===== config.mk =====
export PLATFORM = sky130hd
export DESIGN_NAME = fp16_normalize_round
export DESIGN_NICKNAME = d
export VERILOG_FILES = /design/src/rtl/fpu_pkg.sv /design/src/rtl/lzd_16.sv /design/src/rtl/fp16_normalize_round.sv
export SDC_FILE = /design/constraint.sdc
export NUM_CORES = 1
export LEC_CHECK = 0
export BUFFER_PORTS_ARGS = -buffer_cell sky130_fd_sc_hd__buf_4
export CAP_MARGIN = 0
export CORE_MARGIN = 4
export CORE_UTILIZATION = 45
export DETAILED_ROUTE_END_ITERATION = 16
export PLACE_DENSITY = 0.63
export RECOVER_POWER = 50
export SYNTH_ARGS = -nofsm -noshare
export SYNTH_HDL_FRONTEND = slang
export SYNTH_SLANG_ARGS = --single-unit

===== constraint.sdc =====
create_clock -name clk -period 3.05 [get_ports clk]
set_clock_uncertainty 0.05 [all_clocks]
set_input_delay 0.305 -clock clk [delete_from_list [all_inputs] [get_ports clk]]
set_output_delay 0.305 -clock clk [all_outputs]
set_load 0.02 [all_outputs]

===== src/rtl/fpu_pkg.sv =====
// rtl/fpu_pkg.sv - shared binary16 constants and pipeline types for the half-precision FPU
package fpu_pkg;

    localparam int EXP_W   = 5;
    localparam int FRAC_W  = 10;
    localparam int BIAS    = 15;
    localparam int EXP_MAX = 31;

    typedef struct packed {
        logic              sign;
        logic [EXP_W-1:0]  exp;
        logic [FRAC_W-1:0] frac;
    } fp16_t;

    // Stage-1 register contents: mant is normalized with the hidden one at
    // bit 15 (or positioned for a subnormal when exp_n == 0).
    typedef struct packed {
        logic              sign;
        logic [EXP_W-1:0]  exp_n;
        logic [15:0]       mant;
        logic              zero;
        logic              ovf;
    } norm_stage_t;

endpackage


===== src/rtl/lzd_16.sv =====
// rtl/lzd_16.sv - leading zero counter for a 16-bit magnitude
//
// Ports:
//   mant  : 16-bit magnitude
//   count : number of leading zeros, 0..16 (16 when mant is zero)
module lzd_16 (
    input  logic [15:0] mant,
    output logic [4:0]  count
);

    // Scanning upward lets the highest set bit win the last assignment.
    always_comb begin
        count = 5'd16;
        for (int i = 0; i < 16; i++) begin
            if (mant[i]) begin
                count = 5'(15 - i);
            end
        end
    end

endmodule


===== src/rtl/fp16_normalize_round.sv =====
// rtl/fp16_normalize_round.sv - two-stage normalize / round-to-nearest-even / pack stage
//
// Macro FP_NORM_DENORM_EN: defined gives gradual underflow (subnormal results);
// undefined flushes any nonzero result whose rounded exponent is 0 to signed zero.
//
// Ports:
//   clk, rst                  : clock, asynchronous active-high reset
//   in_valid / in_ready       : upstream handshake
//   in_sign, in_exp, in_mant  : unnormalized operand (in_exp refers to mant bit 14)
//   in_tag                    : opaque sideband tag
//   out_valid / out_ready     : downstream handshake
//   out_result                : packed binary16 result
//   out_tag                   : tag travelling with the result
//   out_inexact, out_overflow, out_underflow : exception flags
module fp16_normalize_round
    import fpu_pkg::*;
#(
    parameter int TAG_W = 4
) (
    input  logic             clk,
    input  logic             rst,
    input  logic             in_valid,
    output logic             in_ready,
    input  logic             in_sign,
    input  logic [4:0]       in_exp,
    input  logic [15:0]      in_mant,
    input  logic [TAG_W-1:0] in_tag,
    output logic             out_valid,
    input  logic             out_ready,
    output logic [15:0]      out_result,
    output logic [TAG_W-1:0] out_tag,
    output logic             out_inexact,
    output logic             out_overflow,
    output logic             out_underflow
);

    logic s1_valid;
    logic s2_can_take;
    logic in_fire;

    assign s2_can_take = !out_valid || out_ready;
    assign in_ready    = !s1_valid || s2_can_take;
    assign in_fire     = in_valid && in_ready;

    // ---------------- Stage 1: normalize ----------------
    logic [4:0]        lz;
    logic [4:0]        exp_eff;
    logic signed [6:0] e;
    logic              norm_ok;
    logic [4:0]        shift;
    norm_stage_t       s1_next;
    norm_stage_t       s1;
    logic [TAG_W-1:0]  s1_tag;

    lzd_16 u_lzd (
        .mant  (in_mant),
        .count (lz)
    );

    always_comb begin
        exp_eff = (in_exp == 5'd0) ? 5'd1 : in_exp;
        e       = $signed({2'b00, exp_eff}) + 7'sd1 - $signed({2'b00, lz});
        norm_ok = (e >= 7'sd1);
        // A subnormal result only shifts far enough to put bit 15 at the
        // minimum-exponent weight; the rest of the leading zeros stay in mant.
        shift   = norm_ok ? lz : exp_eff;

        s1_next.sign  = in_sign;
        s1_next.exp_n = norm_ok ? e[4:0] : 5'd0;
        s1_next.mant  = in_mant << shift;
        s1_next.zero  = (in_mant == 16'd0);
        s1_next.ovf   = (e >= 7'sd31);
    end

    // ---------------- Stage 2: round and pack ----------------
    logic [FRAC_W-1:0] frac;
    logic              guard;
    logic              sticky;
    logic              round_up;
    logic              inexact;
    logic [14:0]       sum;
    fp16_t             res_next;
    logic              inexact_next;
    logic              overflow_next;
    logic              underflow_next;

    always_comb begin
        frac     = s1.mant[14:5];
        guard    = s1.mant[4];
        sticky   = |s1.mant[3:0];
        round_up = guard && (sticky || frac[0]);
        inexact  = guard || sticky;
        // Incrementing exponent and fraction together lets a fraction carry
        // bump the exponent (subnormal->normal, 1.111..->10.000).
        sum      = {s1.exp_n, frac} + {14'd0, round_up};

        res_next       = '0;
        res_next.sign  = s1.sign;
        inexact_next   = 1'b0;
        overflow_next  = 1'b0;
        underflow_next = 1'b0;

        if (s1.zero) begin
            res_next.sign = s1.sign;
        end else if (s1.ovf || (sum[14:10] == 5'(EXP_MAX))) begin
            res_next.exp  = 5'h1F;
            overflow_next = 1'b1;
            inexact_next  = 1'b1;
        end else begin
`ifdef FP_NORM_DENORM_EN
            res_next.exp   = sum[14:10];
            res_next.frac  = sum[9:0];
            inexact_next   = inexact;
            underflow_next = (s1.exp_n == 5'd0) && inexact;
`else
            if (sum[14:10] == 5'd0) begin
                underflow_next = 1'b1;
                inexact_next   = 1'b1;
            end else begin
                res_next.exp   = sum[14:10];
                res_next.frac  = sum[9:0];
                inexact_next   = inexact;
                underflow_next = (s1.exp_n == 5'd0) && inexact;
            end
`endif
        end
    end

    // ---------------- Pipeline registers ----------------
    always_ff @(posedge clk or posedge rst) begin
        if (rst) begin
            s1_valid      <= 1'b0;
            s1            <= '0;
            s1_tag        <= '0;
            out_valid     <= 1'b0;
            out_result    <= 16'd0;
            out_tag       <= '0;
            out_inexact   <= 1'b0;
            out_overflow  <= 1'b0;
            out_underflow <= 1'b0;
        end else begin
            if (in_fire) begin
                s1     <= s1_next;
                s1_tag <= in_tag;
            end

            if (in_fire) begin
                s1_valid <= 1'b1;
            end else if (s2_can_take) begin
                s1_valid <= 1'b0;
            end

            if (s2_can_take) begin
                out_valid <= s1_valid;
                if (s1_valid) begin
                    out_result    <= res_next;
                    out_tag       <= s1_tag;
                    out_inexact   <= inexact_next;
                    out_overflow  <= overflow_next;
                    out_underflow <= underflow_next;
                end
            end
        end
    end

endmodule

==> impl_metrics.toml <==
[outcome]
outcome = "finished with violations"
failing_checks = "max-capacitance violations, max-slew violations, negative setup slack"

[synthesis]
synth.top_cell.area_share_pct = 37.6
syn_area_sq_um = 3460
synth-seq-area-share_pct = 37.6
netlist_top_cells_count = "nand2_1, dfrtp_1, mux2i_1"
ys_async_sr_fraction_pct = 100
synth.top_cells.by_area = "dfrtp_1, mux2i_1, nand2_1"
mappedNetlistNets = 429
yosys_warnings = 0
synthesis.instances = 389
synthFlopType = "dfrtp_1"
leading_area_contributor_after_synthesis = "dfrtp_1"
mapped_avg_cell_area_sq_um = 8.89
synth-seq-cells = 52
synth-edff-count = 0
synth_cell_types = 54
synth_most_common_cell = "nand2_1"

[placement]
detailedPlacementHpwl_mm = 6.87
routabilityCongestion = 0.872
port-buffer-count = 54
post_place_cells = 605
dpl_worst_slack_ps = -1290

[pwr]
power_per_cell_area_nw_per_um2 = 451
total_leakage_power_nw = 2.47
ir_worst_vdd_mv = 0.198
finalPower_mw = 2.49

[route]
ant_nets = 0
detail_route.iter0.violations = 146
firstDrtPassIters = 5
detail_route.wl_per_cell_um = 17.4
top_routing_layer_used = "met4"
detailroute.via_count = 3615
routed_length_on_met3_um = 502
drt_wl_total_mm = 11.4
detail_route.wirelength.met1_mm = 4.58
route.detailed.drc = 0
viasPerCell = 5.53
met2_wirelength_mm = 5.94

[sta]
setup_slack_ps = -978
finalCritPeriodShare_pct = 132
period_minus_slack_ps = 4030
report.final.hold_viol_count = 0
setup_viol_count_final = 15
rsz0062_at_grt = "yes"
fmax_ghz = 0.248
worst_slew_pin_slew_ps = 1870
timing.max_slew.rel_slack_pct = -24.7
timing_max_transition_violations_final = 53
totalNegativeSetupSlack_ps = -13170

[clock_network]
max-clock-path-buffers = 2
tritoncts = "built"
tritoncts.num_buffers = 5
insertion_delay_ps = 300
clk_pin_slew_ps = 90
hold_buf_cts = 0
tritoncts_num_sinks = 52
cts-root-buf = "clkbuf_8"
clock_tree.htree_level_count = 2

[die]
initial_cell_density_of_the_core_pct = 46.9
die_height_um = 95.7
io-pin-count = 55
fp.dieArea_sq_um = 9150
fp-row-count = 31
die_x_um = 95.7
core_area_sq_um = 7370

[min_path]
hp-start = "in_sign"
hold_path.class = "in -> reg"
timing.hold.worst_endpoint = "res_next[15]"
worstHoldPathCells = 3

[cells_and_area]
final_cells = 654
design.final.nets = 594
antenna_cells = 0
fill_cells = 513
drive_gt1_share_pct = 47.7
synthToLayoutAreaGrowth_pct = 59.7

[global_routing]
grt-ovfl-total = 0
via_count_of_the_first_global_routing_pass = 3592
pin_count_of_the_biggest_net_entering_global_routing = 53
initial_antenna_violation_count = 0
first_pass_grt_wire_length_mm = 17.0
grt_util_all_layers_pct = 23.5

[critical_path]
worst-endpoint-required_ps = 3170
path_class = "in -> reg"
setup.worst_path.start_class = "input port"
launching_point_of_the_worst_reg2reg_path = "guard"
cp.arrival_ps = 4140
cp_max_fo = 5
critical_r2r_capture = "out_result[3]"
regToRegSetupSlack_ps = 510
number_of_cells_on_the_worst_reg_to_reg_path = 10
critical_path_sink_type = "register"

[flow_run]
maxCapViolCount = 1
## sequential cells by signal, summed over array words and instances (netlist names)
| name | count |
|---|---|
| out_tag | 4 |
| res_next | 1 |
| guard | 1 |
| s1_tag | 4 |
| out_underflow | 1 |
| out_valid | 1 |
| s1 | 11 |
| frac | 10 |
| out_inexact | 1 |
| s1_valid | 1 |
| out_overflow | 1 |
| out_result | 16 |
## critical path: stages
cell	delay, ps
buf_4	140
buf_4	150
inv_1	50
a21oi_1	60
nor2_1	280
a31oi_4	90
ha_4	200
ha_4	160
fa_2	390
xor2_2	180
nor4_4	170
o211ai_1	180
a211oi_4	390
mux2i_2	340
buf_6	200
buf_6	140
mux2i_4	270
mux2i_2	130
a22oi_1	180
o211ai_1	110
## power by group
group	internal, mW	switching, mW	total [mW]
clock network	0.185	0.210	0.395
registers	0.835	0.130	0.965
logic	0.564	0.568	1.13
total	1.58	0.909	2.49
## per-layer routing
metal  GRT usage (%)  vias up
met4            9.72        0
met1            27.7     1721
li1                -     1725
met3            2.76       31
met5               0        -
met2            42.8      138
## cells in the final DEF (no fill, tap or decap), types with 8 or more instances in the layout
| cell type | instances |
|---|---|
| inv_1 | 8 |
| nor2_1 | 19 |
| o31ai_1 | 8 |
| mux2i_1 | 12 |
| xor2_1 | 8 |
| nand2_1 | 69 |
| nand3_1 | 8 |
| o21ai_0 | 18 |
| buf_6 | 18 |
| a22oi_1 | 10 |
| mux2i_2 | 13 |
| dfrtp_1 | 52 |
| buf_4 | 152 |
## logic make-up (layout without fill, tap and decap cells)
kind of cell / after synthesis / count (layout) / synth area share [%]
AND/OR/NAND/NOR: 159 / 159 / 21.8
adder cells (fa/ha/maj): 10 / 10 / 4.05
flip-flops: 52 / 52 / 37.6
multiplexers: 38 / 38 / 11.4
XOR/XNOR: 17 / 17 / 4.30
buffers and inverters: 29 / 195 / 3.73
AO/OA/AOI/OAI: 84 / 84 / 17.0
## worst max-delay path by stage
stage / start / end / slack (ps)
global route: in_mant[13] / frac[8] / -1140
global placement: in_mant[8] / frac[2] / -1250
detailed placement: in_mant[3] / frac[2] / -1290
floorplan: in_mant[0] / frac[3] / -1090
finish: in_mant[13] / frac[8] / -980
CTS: in_mant[2] / frac[3] / -830
## layout make-up
class | count | area [sq um] | area share (%)
clock buffer | 7 | 86.3 | 1.56
sequential | 52 | 1300 | 23.5
tap | 99 | 124 | 2.24
clock inverter | 1 | 7.51 | 0.136
multi-input combinational | 308 | 2540 | 46.0
inverter | 10 | 40.0 | 0.724
timing repair buffer | 177 | 1430 | 25.8
## per-stage QoR
step	hold slack, ps	util [%]	instance area (sq um)
6_report	141	75.0	5530
5_1_grt	131	75.0	5530
4_1_cts	137	70.2	5170
3_5_place_dp	418	61.5	4530
3_3_place_gp	406	61.5	4530
2_1_floorplan	360	-	3490
## repair_timing
| item | in CTS | in global routing |
|---|---|---|
| buffers inserted | 33 | 9 |
| gates cloned | 2 | 0 |
| setup endpoints to repair | 15 | 20 |
| resized for setup | 64 | 60 |
| pin swaps | 26 | 28 |
(Power assumes the default switching activity.)
